### src/rtl/uart_rx_core.sv
// 8N1 UART receiver: a 2-flop input synchronizer feeds a mid-bit sampling FSM.
// Completed bytes land in a valid/ready holding register.
module uart_rx_core #(
   parameter int CLKS_PER_BIT = 1085,
   parameter int DATA_WIDTH   = 8
) (
   input  logic                  sysclk,
   input  logic                  rst_n,
   input  logic                  i_enable,
   input  logic                  i_rx_serial,
   output logic [DATA_WIDTH-1:0] o_data,
   output logic                  o_valid,
   input  logic                  i_ready,
   output logic                  o_frame_err,
   output logic                  o_overrun,
   output logic                  o_busy
);

   localparam int CNT_W = (CLKS_PER_BIT > 1) ? $clog2(CLKS_PER_BIT) : 1;
   localparam int IDX_W = (DATA_WIDTH > 1) ? $clog2(DATA_WIDTH) : 1;
   localparam logic [CNT_W-1:0] HALF_CNT = CNT_W'((CLKS_PER_BIT - 1) / 2);
   localparam logic [CNT_W-1:0] LAST_CNT = CNT_W'(CLKS_PER_BIT - 1);
   localparam logic [IDX_W-1:0] LAST_IDX = IDX_W'(DATA_WIDTH - 1);

   typedef enum logic [1:0] {
      IDLE  = 2'd0,
      START = 2'd1,
      DATA  = 2'd2,
      STOP  = 2'd3
   } state_t;

   state_t                  state, state_n;
   logic [CNT_W-1:0]        clk_cnt, clk_cnt_n;
   logic [IDX_W-1:0]        bit_idx, bit_idx_n;
   logic [DATA_WIDTH-1:0]   shift_reg;
   logic                    rx_p0, rx_p1;
   logic                    rx_s;
   logic                    sample_bit;
   logic                    frame_done;
   logic                    frame_bad;

   // Stage p0/p1: synchronizer, preset to idle-high so reset never looks like a start bit
   always_ff @(posedge sysclk or negedge rst_n) begin
      if (!rst_n) begin
         rx_p0 <= 1'b1;
         rx_p1 <= 1'b1;
      end else begin
         rx_p0 <= i_rx_serial;
         rx_p1 <= rx_p0;
      end
   end

   assign rx_s = rx_p1;

   always_ff @(posedge sysclk or negedge rst_n) begin
      if (!rst_n) begin
         state   <= IDLE;
         clk_cnt <= '0;
         bit_idx <= '0;
      end else begin
         state   <= state_n;
         clk_cnt <= clk_cnt_n;
         bit_idx <= bit_idx_n;
      end
   end

   always_comb begin
      state_n    = state;
      clk_cnt_n  = clk_cnt + CNT_W'(1);
      bit_idx_n  = bit_idx;
      sample_bit = 1'b0;
      frame_done = 1'b0;
      frame_bad  = 1'b0;
      case (state)
         IDLE: begin
            clk_cnt_n = '0;
            if (i_enable && !rx_s) begin
               state_n = START;
            end
         end
         START: begin
            if (clk_cnt == HALF_CNT) begin
               clk_cnt_n = '0;
               bit_idx_n = '0;
               // A line that is high again at mid-start was a glitch
               state_n   = rx_s ? IDLE : DATA;
            end
         end
         DATA: begin
            if (clk_cnt == LAST_CNT) begin
               clk_cnt_n  = '0;
               sample_bit = 1'b1;
               if (bit_idx == LAST_IDX) begin
                  state_n = STOP;
               end else begin
                  bit_idx_n = bit_idx + IDX_W'(1);
               end
            end
         end
         STOP: begin
            if (clk_cnt == LAST_CNT) begin
               clk_cnt_n  = '0;
               state_n    = IDLE;
               frame_done = rx_s;
               frame_bad  = !rx_s;
            end
         end
         default: begin
            clk_cnt_n = '0;
            state_n   = IDLE;
         end
      endcase
   end

   // Data-only shift register; its contents matter only once a frame completes
   always_ff @(posedge sysclk) begin
      if (sample_bit) begin
         shift_reg[bit_idx] <= rx_s;
      end
   end

   always_ff @(posedge sysclk or negedge rst_n) begin
      if (!rst_n) begin
         o_data      <= '0;
         o_valid     <= 1'b0;
         o_frame_err <= 1'b0;
         o_overrun   <= 1'b0;
      end else begin
         o_frame_err <= frame_bad;
         o_overrun   <= frame_done && o_valid && !i_ready;
         if (frame_done) begin
            // A read on the completion edge frees the slot for the new byte
            if (!o_valid || i_ready) begin
               o_data  <= shift_reg;
               o_valid <= 1'b1;
            end
         end else if (o_valid && i_ready) begin
            o_valid <= 1'b0;
         end
      end
   end

   assign o_busy = (state != IDLE);

endmodule

### config.mk
export PLATFORM = sky130hd
export DESIGN_NAME = uart_rx_core
export DESIGN_NICKNAME = d
export VERILOG_FILES = /design/src/rtl/uart_rx_core.sv
export SDC_FILE = /design/constraint.sdc
export NUM_CORES = 1
export LEC_CHECK = 0
export BUFFER_PORTS_ARGS = -buffer_cell sky130_fd_sc_hd__buf_2
export CORE_ASPECT_RATIO = 1.25
export CORE_MARGIN = 1
export CORE_UTILIZATION = 35
export DETAILED_ROUTE_END_ITERATION = 6
export HOLD_SLACK_MARGIN = 0.15
export SYNTH_ARGS = -nofsm -noshare
export SYNTH_HDL_FRONTEND = slang
export SYNTH_SLANG_ARGS = --single-unit
### constraint.sdc
create_clock -name sysclk -period 2.3 [get_ports sysclk]
set_clock_uncertainty 0.05 [all_clocks]
set_input_delay 0.345 -clock sysclk [delete_from_list [all_inputs] [get_ports sysclk]]
set_output_delay 0.345 -clock sysclk [all_outputs]
set_load 0.03 [all_outputs]
==> results.sh <==
export IMPL_post_route_period_util_pct=86.1
export IMPL_path_clk_slew_ps=70
export IMPL_hold_violations=0
export IMPL_path_buf_inv=1
export IMPL_worst_setup_path_start_kind="flip-flop"
export IMPL_r2r_end="bit_idx[0]$_DFFE_PN0P_"
export IMPL_hold_end="rx_p1$_DFF_PN1_"
export IMPL_r2r_cells=6
export IMPL_ys_seq_area_share_pct=57.8
export IMPL_tightest_slew_ps=645
export IMPL_routedWlPerCell_um=12.8
export IMPL_antenna_found_initial=0
export IMPL_routed_wl_um=2890
export IMPL_grt_start_max_net_pins=30
export IMPL_vdd_drop_max_mv=0.597
export IMPL_layout_common_cells="27 x dfrtp_1, 20 x nor2_1, 16 x buf_2, 11 x nand3_1, 11 x nand2_1"
export IMPL_vias=1087
export IMPL_slowest_stage="dfrtp_1"
export IMPL_power_total_mw=1.57
export IMPL_synth_fp_nets=154
export IMPL_worstPathArrival_ps=2110
export IMPL_register_area_sq_um=968
export IMPL_fill_cells=424
export IMPL_viasPerCell=4.81
export IMPL_clockBufferDepth=2
export IMPL_overflow=0
export IMPL_grt_usage_pct=13.9
export IMPL_numCtsBuffers=5
export IMPL_htree_levels=2
export IMPL_yosysWarnings=0
export IMPL_grt_first_pass_wirelength_um=5340
export IMPL_postSynthCellCount=144
export IMPL_fmax_mhz=505
export IMPL_drive_gt1_share_pct=24.4
export IMPL_die_w_um=63.9
export IMPL_synth_area_per_cell_sq_um=11.6
export IMPL_hpwl_um=2140
export IMPL_crit_required_ps=2430
export IMPL_cts_setup_buffers=0
export IMPL_holdCritStartpoint="rx_p0$_DFF_PN1_"
export IMPL_area_growth_pct=16.4
export IMPL_path_max_fanout=6
export IMPL_die_h_um=79.3
export IMPL_antennaDiodeCount=0
export IMPL_clk_latency_ps=290
export IMPL_cts_sink_count=37
export IMPL_largest_reg_flops=11
export IMPL_num_io_pins=17
export IMPL_crit_path_max_incr_delay_ps=430
export IMPL_leakage_nw=0.842
export IMPL_tns_ps=0
export IMPL_tritoncts="yes"
export IMPL_drc=0
export IMPL_die_area_sq_mm=0.00507
export IMPL_rsz0062_at_grt="false"
export IMPL_coreArea_sq_mm=0.00449
export IMPL_min_period_ps=1980
export IMPL_multi_input_area_sq_um=671
export IMPL_r2r_start="clk_cnt[0]$_DFF_PN0_"
export IMPL_netlist_area_sq_mm=0.00167
export IMPL_rows=27
export IMPL_outcome="complete, no violations"
export IMPL_finalWeightedCongestion=0.849
export IMPL_p_per_area_mw_per_mm2=805
export IMPL_crit_chain="inv_1, ha_1, nand4b_1, or3_1, a21oi_2, mux2_2"
export IMPL_r2r_setup_slack_ps=320
export IMPL_mostFrequentLayoutCell="dfrtp_1"
export IMPL_cts_root_buf="clkbuf_8"
export IMPL_synth_distinct_cells=37
export IMPL_io_buffers=16
export IMPL_nets=177
export IMPL_hold_path_class="reg -> reg"
export IMPL_start_util_pct=37.3
export IMPL_drt_iter0_drc=51
export IMPL_setup_viol=0
export IMPL_criticalPathCategory="reg -> reg"
export IMPL_firstDrtPassIters=4
export IMPL_cp_top_family="simple AND/OR/NAND/NOR gates"
export IMPL_grt_pass1_vias=1174
export IMPL_ant_nets=0
export IMPL_slew_headroom_pct=57.0
export IMPL_maxCapViolCount=0
export IMPL_min_path_cells=0
export IMPL_critPathCaptureType="flip-flop"
export IMPL_cts_resized=0
export IMPL_yosys_register_bits=37
export IMPL_slew_viol_final=0
-- synthesized netlist by cell type --
| cell | instances | share of area [%] |
|---|---|---|
| nand2_2 | 1 | 0.37 |
| edfxtp_1 | 8 | 14 |
| buf_4 | 1 | 0.45 |
| nor2b_1 | 3 | 1.1 |
| clkbuf_1 | 2 | 0.45 |
| dfstp_2 | 2 | 3.1 |
| nand2b_1 | 2 | 0.75 |
| inv_1 | 4 | 0.90 |
| or2_2 | 1 | 0.37 |
| buf_2 | 1 | 0.30 |
| nand3_1 | 11 | 3.3 |
| nor4b_4 | 1 | 1.4 |
| and4bb_2 | 1 | 0.75 |
| or3_1 | 1 | 0.37 |
| xnor2_1 | 5 | 2.6 |
| nor2_1 | 20 | 4.5 |
| nand4_1 | 2 | 0.75 |
| ha_1 | 5 | 3.7 |
| nand4b_1 | 1 | 0.52 |
| mux2_2 | 8 | 5.4 |
| mux2i_1 | 3 | 1.8 |
| o21a_1 | 1 | 0.45 |
| a21oi_1 | 1 | 0.30 |
| and4b_1 | 1 | 0.60 |
| xor2_1 | 4 | 2.1 |
| and3_1 | 1 | 0.37 |
| a21oi_2 | 1 | 0.52 |
| nand2_1 | 11 | 2.5 |
| o2bb2ai_1 | 1 | 0.52 |
| o21ai_0 | 2 | 0.60 |
| nor3_1 | 6 | 1.8 |
| or3b_2 | 1 | 0.52 |
| mux2_1 | 1 | 0.67 |
| nor3_2 | 1 | 0.60 |
| a22oi_1 | 1 | 0.45 |
| dfrtp_1 | 27 | 40 |
| and2_1 | 1 | 0.37 |
-- power by group --
part	internal [mW]	switching (mW)	total (mW)
combinational	0.0909	0.120	0.211
clock	0.320	0.222	0.542
sequential	0.735	0.0811	0.816
-- layer usage --
metal | vias to the layer above | share of wire, % | GRT usage [%]
met3 | 5 | 2.9 | 3.88
met1 | 525 | 41 | 14.9
li1 | 541 | - | -
met4 | 0 | 1.3 | 4.09
met2 | 16 | 55 | 26.0
met5 | - | 0 | 0
-- area by class of cell --
class                      instances  area share (%)
timing repair buffer              20            5.91
multi-input combinational         99            34.4
clock buffer                       6            3.73
tap                               58            3.73
inverter                           4           0.771
clock inverter                     2            1.73
sequential                        37            49.7
-- how the worst max path moves through the flow --
stage	startpoint	cells after the start	to
CTS	clk_cnt[0]$_DFF_PN0_	6	bit_idx[0]$_DFFE_PN0P_
floorplan	clk_cnt[0]$_DFF_PN0_	6	bit_idx[0]$_DFFE_PN0P_
finish	clk_cnt[0]$_DFF_PN0_	6	bit_idx[0]$_DFFE_PN0P_
global placement	clk_cnt[0]$_DFF_PN0_	6	bit_idx[0]$_DFFE_PN0P_
global route	clk_cnt[0]$_DFF_PN0_	6	bit_idx[0]$_DFFE_PN0P_
detailed placement	clk_cnt[0]$_DFF_PN0_	6	bit_idx[0]$_DFFE_PN0P_
-- per-stage QoR --
step	utilization (%)	instance area, sq um	hold slack, ps	std cells	worst slack [ps]
after CTS	43.4	1950	311	226	307
after detailed placement	40.5	1820	301	216	310
final	43.4	1950	309	226	321
after floorplan	-	1670	-0.591	144	415
after global routing	43.4	1950	315	226	156
after global placement	40.5	1820	299	216	359
-- worst reg2reg max path: cells and delay by family, from the launching register on --
| family | cells | cell delay [ps] |
|---|---|---|
| buffers and inverters | 1 | 100 |
| flip-flops | 1 | 430 |
| multiplexers | 1 | 360 |
| AND/OR/NAND/NOR | 2 | 540 |
| adder cells (fa/ha/maj) | 1 | 160 |
| AO/OA/AOI/OAI | 1 | 220 |
-- cell families after synthesis --
kind of cell,count (synthesis),synth area share [%]
buffers and inverters,8,2.09
AOI/OAI and AO/OA,7,2.84
xor gates and xnor gates,9,4.71
adders and majority gates,5,3.74
muxes,12,7.85
DFF,37,57.8
and+or+nand+nor,66,20.9
-- what timing repair did --
action / CTS / global route
hold endpoints to repair: 28 / 0
hold buffers: 2 / 0
endpoints found under the setup margin: 0 / 0
No activity file was read; power rests on OpenSTA's default activity.
